`config.mk`:
```
export PLATFORM = sky130hd
export DESIGN_NAME = layer_mixer
export DESIGN_NICKNAME = d
export VERILOG_FILES = /design/src/rtl/layer_mixer.sv
export SDC_FILE = /design/constraint.sdc
export NUM_CORES = 1
export LEC_CHECK = 0
export ABC_AREA = 1
export BUFFER_PORTS_ARGS = -buffer_cell sky130_fd_sc_hd__buf_4
export CORE_AREA = 5 5 60 62
export DETAILED_ROUTE_END_ITERATION = 10
export DIE_AREA = 0 0 65 67
export GPL_ROUTABILITY_DRIVEN = 0
export HOLD_SLACK_MARGIN = 0.1
export PLACE_DENSITY = 0.73
export REMOVE_ABC_BUFFERS = 1
export SETUP_SLACK_MARGIN = 0.4
export SYNTH_ARGS = -nofsm -noshare
export SYNTH_HDL_FRONTEND = slang
export SYNTH_SLANG_ARGS = --single-unit
```
`constraint.sdc`:
```
create_clock -name clk -period 1.3 [get_ports clk]
set_input_delay 0.065 -clock clk [delete_from_list [all_inputs] [get_ports clk]]
set_output_delay 0.065 -clock clk [all_outputs]
set_load 0.01 [all_outputs]
```
`src/rtl/layer_mixer.sv`:
```
// Priority compositor: NUM_LAYERS colour streams + bg fill -> registered VGA colour, with per-layer enable/blink.
// Latency: fixed 2 cycles from layer_rgb/video_on to vga_rgb (stage 1 hit vector, stage 2 priority select).
// Backpressure: none, streams at pixel rate. Optional LAYER_MIXER_HIT_REPORT_EN adds hit_valid/hit_layer.
module layer_mixer #(
    parameter int                 NUM_LAYERS  = 3,
    parameter int                 COLOR_W     = 5,
    parameter logic [COLOR_W-1:0] TRANSPARENT = '0,
    parameter int                 BLINK_DIV   = 30
) (
    input  logic                          clk,
    input  logic                          rst_n,
    input  logic                          video_on,
    input  logic                          frame_tick,
    input  logic [NUM_LAYERS*COLOR_W-1:0] layer_rgb,
    input  logic [NUM_LAYERS-1:0]         layer_en,
    input  logic [NUM_LAYERS-1:0]         blink_mask,
    input  logic [COLOR_W-1:0]            bg_rgb,
    output logic [COLOR_W-1:0]            vga_rgb,
`ifdef LAYER_MIXER_HIT_REPORT_EN
    output logic                          hit_valid,
    output logic [((NUM_LAYERS > 1) ? $clog2(NUM_LAYERS) : 1)-1:0] hit_layer,
`endif
    output logic                          blink_phase
);

    localparam int HL_W = (NUM_LAYERS > 1) ? $clog2(NUM_LAYERS) : 1;

    logic [7:0]                    blink_cnt;
    logic [NUM_LAYERS-1:0]         hit_c;
    logic [NUM_LAYERS-1:0]         hit_d;
    logic [NUM_LAYERS*COLOR_W-1:0] rgb_d;
    logic                          video_on_d;
    logic                          any_hit;
    logic [COLOR_W-1:0]            sel_rgb;
    logic [COLOR_W-1:0]            vga_nxt;

    // Phase only moves on frame_tick so a line is never split between phases.
    always_ff @(posedge clk or negedge rst_n) begin
        if (!rst_n) begin
            blink_cnt   <= '0;
            blink_phase <= 1'b0;
        end else if (frame_tick) begin
            if (blink_cnt == 8'(BLINK_DIV - 1)) begin
                blink_cnt   <= '0;
                blink_phase <= ~blink_phase;
            end else begin
                blink_cnt <= blink_cnt + 8'd1;
            end
        end
    end

    always_comb begin
        hit_c = '0;
        for (int i = 0; i < NUM_LAYERS; i++) begin
            hit_c[i] = layer_en[i]
                     & (layer_rgb[i*COLOR_W +: COLOR_W] != TRANSPARENT)
                     & ~(blink_mask[i] & blink_phase);
        end
    end

    always_ff @(posedge clk or negedge rst_n) begin
        if (!rst_n) begin
            hit_d      <= '0;
            rgb_d      <= '0;
            video_on_d <= 1'b0;
        end else begin
            hit_d      <= hit_c;
            rgb_d      <= layer_rgb;
            video_on_d <= video_on;
        end
    end

    // Walk from the lowest priority up so the lowest set index wins.
    always_comb begin
        any_hit = 1'b0;
        sel_rgb = '0;
        for (int i = NUM_LAYERS - 1; i >= 0; i--) begin
            if (hit_d[i]) begin
                any_hit = 1'b1;
                sel_rgb = rgb_d[i*COLOR_W +: COLOR_W];
            end
        end
        vga_nxt = video_on_d ? (any_hit ? sel_rgb : bg_rgb) : '0;
    end

    always_ff @(posedge clk or negedge rst_n) begin
        if (!rst_n) vga_rgb <= '0;
        else        vga_rgb <= vga_nxt;
    end

`ifdef LAYER_MIXER_HIT_REPORT_EN
    logic [HL_W-1:0] win_idx;

    always_comb begin
        win_idx = '0;
        for (int i = NUM_LAYERS - 1; i >= 0; i--) begin
            if (hit_d[i]) win_idx = HL_W'(i);
        end
    end

    // Reported hit is gated by video_on so it always describes what vga_rgb shows.
    always_ff @(posedge clk or negedge rst_n) begin
        if (!rst_n) begin
            hit_valid <= 1'b0;
            hit_layer <= '0;
        end else begin
            hit_valid <= video_on_d & any_hit;
            hit_layer <= (video_on_d & any_hit) ? win_idx : '0;
        end
    end
`endif

endmodule
```
* Yosys cells after proc, flatten, opt, wreduce, memory -nomap -nowiden
Index checks and enable logic that the tools add are counted.
Cells by class: bitwise operators 13, add/sub/neg operators 1, reduce and logical (&&, ||, !) cells 4, eq/ne operators 1, multiplexer cells 9
Operators with widths (count):
- $mux W5 | 5
- $reduce_bool A5 Y1 | 3
- $and A1 B1 Y1 | 9
- $add A8 B1 Y8 const B | 1
- $eq A8 B5 Y1 const B | 1
- $mux W8 | 1
- $not A1 Y1 | 4
- $mux W1 | 3
- $reduce_and A2 Y1 | 1
Storage, ports and cells: input bits 30, bits in registers 33

* Depth between registers and ports, before layout
depth in word-level cells 5, mapped depth 7

* Least setup slack after synthesis
OpenSTA, ideal clock, no wires.
path kind register to register, start point reg blink_cnt[1], end point reg blink_cnt[2], period minus slack after synthesis 1.156 ns, path slack 0.144 ns, path buffers 0, arrival time 1.041 ns, cell stages (with the launch flop) 8, required time 1.185 ns, path through dfrtp_1 > inv_1 > ha_1 > inv_1 > nor2_1 > nand3_1 > nand3_1 > inv_1
Between the ends: longest elaborated chain between the ends 2
RTL lines:
- start, declared | RTL line 28 | logic [7:0] blink_cnt;
- start signal, assigned | RTL line 47 | blink_cnt <= blink_cnt + 8'd1;
- $add A8 B1 Y8 / $eq A8 B5 Y1 (equally long branches) | RTL line 47, 43
- $mux W8 * | RTL line 43 | if (blink_cnt == 8'(BLINK_DIV - 1)) begin
Every way passes the cells marked *; elsewhere a longest branch is shown, timed or not. A chain may end at the register's enable or synchronous reset.

* Worst setup path in the final report
start point reg blink_cnt[1], end point reg blink_phase
Between the ends: longest elaborated chain between the ends 2
RTL lines:
- $eq A8 B5 Y1 | RTL line 43
- $reduce_and A2 Y1 (no source line)
- end signal, assigned | RTL line 45 | blink_phase <= ~blink_phase;
- end, declared | RTL line 23 | output logic blink_phase
Every way passes these cells.

==> results.toml <==
[floorplan]
coreArea_um2 = 2980
placementRows = 20
chipHeight_um = 67
die_area_um2 = 4360
design.portCount = 36
initial_utilization_pct = 47.6
dieWidth_um = 65

[global_routing]
grt_antenna_before_repair = 0
grt_pass1_wl_um = 6240
gr-usage-all-layers_pct = 19.1
grt_pass1_vias = 1410
grt_max_degree = 34
overflow = 0

[clocking]
cts_buffers = 5
clockRootBuffer = "clkbuf_4"
clock_latency_ns = 0.32
cts.sinks = 33
clk_pin_slew_ns = 0.09
cts_buffer_depth = 2
htreeDepth = 2
cts_tree = "yes"

[finish]
layout_common_cells = "nand2_1, buf_4, dfrtp_1"
final_common_cell = "nand2_1"
nets = 284
nFillCells = 193
area_delta_synth_final_pct = 63.1
drive_gt1_share_pct = 31.7
diodes = 0

[placed_design]
dpl.hpwl_um = 2250
post-place-ws_ns = -0.000206
portBuffers = 35

[power]
ir_drop_v = 0.000960
clkPwrFrac_pct = 21.2
leakage_nw = 1.21
power_density_nw_per_um2 = 1150
total_power_mw = 2.67
power_frac_seq_pct = 48.2
comb_power_share_pct = 30.6
swShare_pct = 32.6
intPower_mw = 1.80
netSwitchingPower_mw = 0.871

[setup_path]
r2r_cells = 7
timing.rr.start = "blink_cnt[1]$_DFFE_PN0P_"
r2r_slack_ns = 0.08
cp_num_buf_inv = 3
worstPathCellList = "inv_2, ha_4, inv_2, nor2_4, buf_4, nand4_1, nand2_1"
worstSetupEndpointType = "register"
cpMostUsedCell = "inv_2"
cp_top_family = "flip-flops"
critPathKind = "register to register"
r2r_end = "blink_phase$_DFFE_PN0P_"
critPathArrivalTime_ns = 1.48
cp_slowest_cell = "dfrtp_1"
critPathLaunchType = "register"
crit_path_max_incr_delay_ns = 0.42
required_ns = 1.56
path_max_fanout = 3

[sta]
post-route-min-period_ns = 1.22
slew_headroom_pct = 73.1
setup_slack_ns = 0.0762
rsz0062_at_grt = "yes"
min_period_over_period_pct = 94.1
fmax_ghz = 0.817
setup_viol = 0
drv_slew = 0
tightest_slew_ns = 0.403
whs_ns = 0.00588
final.setup_skew_ns = 0.00534
hold_viol = 0

[synthesis]
synth_warnings = 0
netlist_area_um2 = 1420
synth_area_leaders = "dfrtp_1, nand2_1, inv_1"
syn-instance-count = 171
synth_seq_cells = 33
avgSynthCellArea_um2 = 8.30
synth_area_leader_cell = "dfrtp_1"
synth_top_area_share_pct = 58.2
ys_seq_area_share_pct = 58.2
synth_cell_types = 14

[hold_path]
min-delay-start = "frame_tick"
hp-class = "input pin to register"
holdPathEnd = "blink_cnt[1]$_DFFE_PN0P_"
min_delay_path_depth = 2

[drt]
drtIter0Drc = 76
wl_per_cell_um = 13.5
dr.pass1.iters = 4
wirelength_um = 3850
vias_per_cell = 4.81
vias = 1372
post-route-drc-count = 0
ant_nets = 0

[run_status]
status = "complete, no violations"

[run]
cap_viol_max_count = 0
## power by group through the flow
stage / clock network (mW) / logic, mW / registers [mW]
final: 0.565 / 0.817 / 1.29
after detailed placement: 0 / 0.532 / 1.30
after CTS: 0.587 / 0.747 / 1.28
after floorplan: 0 / 0.335 / 1.28
after global placement: 0 / 0.501 / 1.29
after global routing: 0.625 / 0.919 / 1.31
## timing repair
action | in CTS | in global routing
buffers inserted | 7 | 1
hold endpoints to repair | 60 | 4
endpoints found under the setup margin | 18 | 23
hold buffers | 29 | 2
resized for setup | 29 | 24
pin swaps | 6 | 17
## layout make-up
cell class                      count  area [um^2]  area share [%]
Sequential cell                    33          830            35.9
Timing Repair Buffer               74          676            29.2
Multi-Input combinational cell    106          587            25.4
Inverter                           32          125            5.41
Clock buffer                        7         55.1            2.38
Tap cell                           33         41.3            1.78
## synth_stat cells
| cell | number |
|---|---|
| nand3_2 | 1 |
| nor3_1 | 3 |
| a21oi_1 | 6 |
| ha_1 | 2 |
| nand4_1 | 2 |
| dfrtp_1 | 33 |
| xnor2_1 | 1 |
| nor2_1 | 19 |
| nand2_2 | 1 |
| o21ai_0 | 6 |
| nor2_2 | 2 |
| nand3_1 | 12 |
| nand2_1 | 51 |
| inv_1 | 32 |
## stage by stage
stage / utilization [%] / instances / TNS (ns) / cell area (um^2)
2_1_floorplan: - / 171 / 0 / 1420
3_3_place_gp: 57.9 / 239 / 0 / 1720
3_5_place_dp: 57.9 / 239 / -0.000206 / 1720
4_1_cts: 74.0 / 282 / 0 / 2200
5_1_grt: 77.7 / 285 / 0 / 2310
6_report: 77.7 / 285 / 0 / 2310
## flip-flops by register name, summed over array words and instances (netlist names)
name / flops
blink_cnt: 8
blink_phase: 1
hit_d: 3
rgb_d: 15
vga_rgb: 5
video_on_d: 1
## routing by layer
metal,vias up,global-route usage [%],part of all wire (%)
met2,35,35.5,55
met4,0,5.01,1.5
met3,10,5.56,4.6
met5,-,0,0
met1,648,21.2,38
li1,679,-,-
## logic make-up (layout without fill, tap and decap cells)
logic type	after synthesis	after routing	share of synthesized area, %
and+or+nand+nor	91	91	26.7
DFF	33	33	58.2
AOI/OAI and AO/OA	12	12	4.23
buffers and inverters	32	113	8.47
adders and majority gates	2	2	1.76
xor gates and xnor gates	1	1	0.617
## worst max path at each step
stage	from	to	slack [ns]	cells after the start
2_1_floorplan	blink_cnt[1]$_DFFE_PN0P_	blink_cnt[2]$_DFFE_PN0P_	0.14	7
3_3_place_gp	blink_cnt[1]$_DFFE_PN0P_	blink_cnt[2]$_DFFE_PN0P_	0.06	7
3_5_place_dp	blink_cnt[1]$_DFFE_PN0P_	blink_phase$_DFFE_PN0P_	-0.0002	7
4_1_cts	blink_cnt[1]$_DFFE_PN0P_	blink_phase$_DFFE_PN0P_	0.14	7
5_1_grt	blink_cnt[1]$_DFFE_PN0P_	blink_phase$_DFFE_PN0P_	0.02	7
6_report	blink_cnt[1]$_DFFE_PN0P_	blink_phase$_DFFE_PN0P_	0.08	7
(Power assumes the default switching activity.)
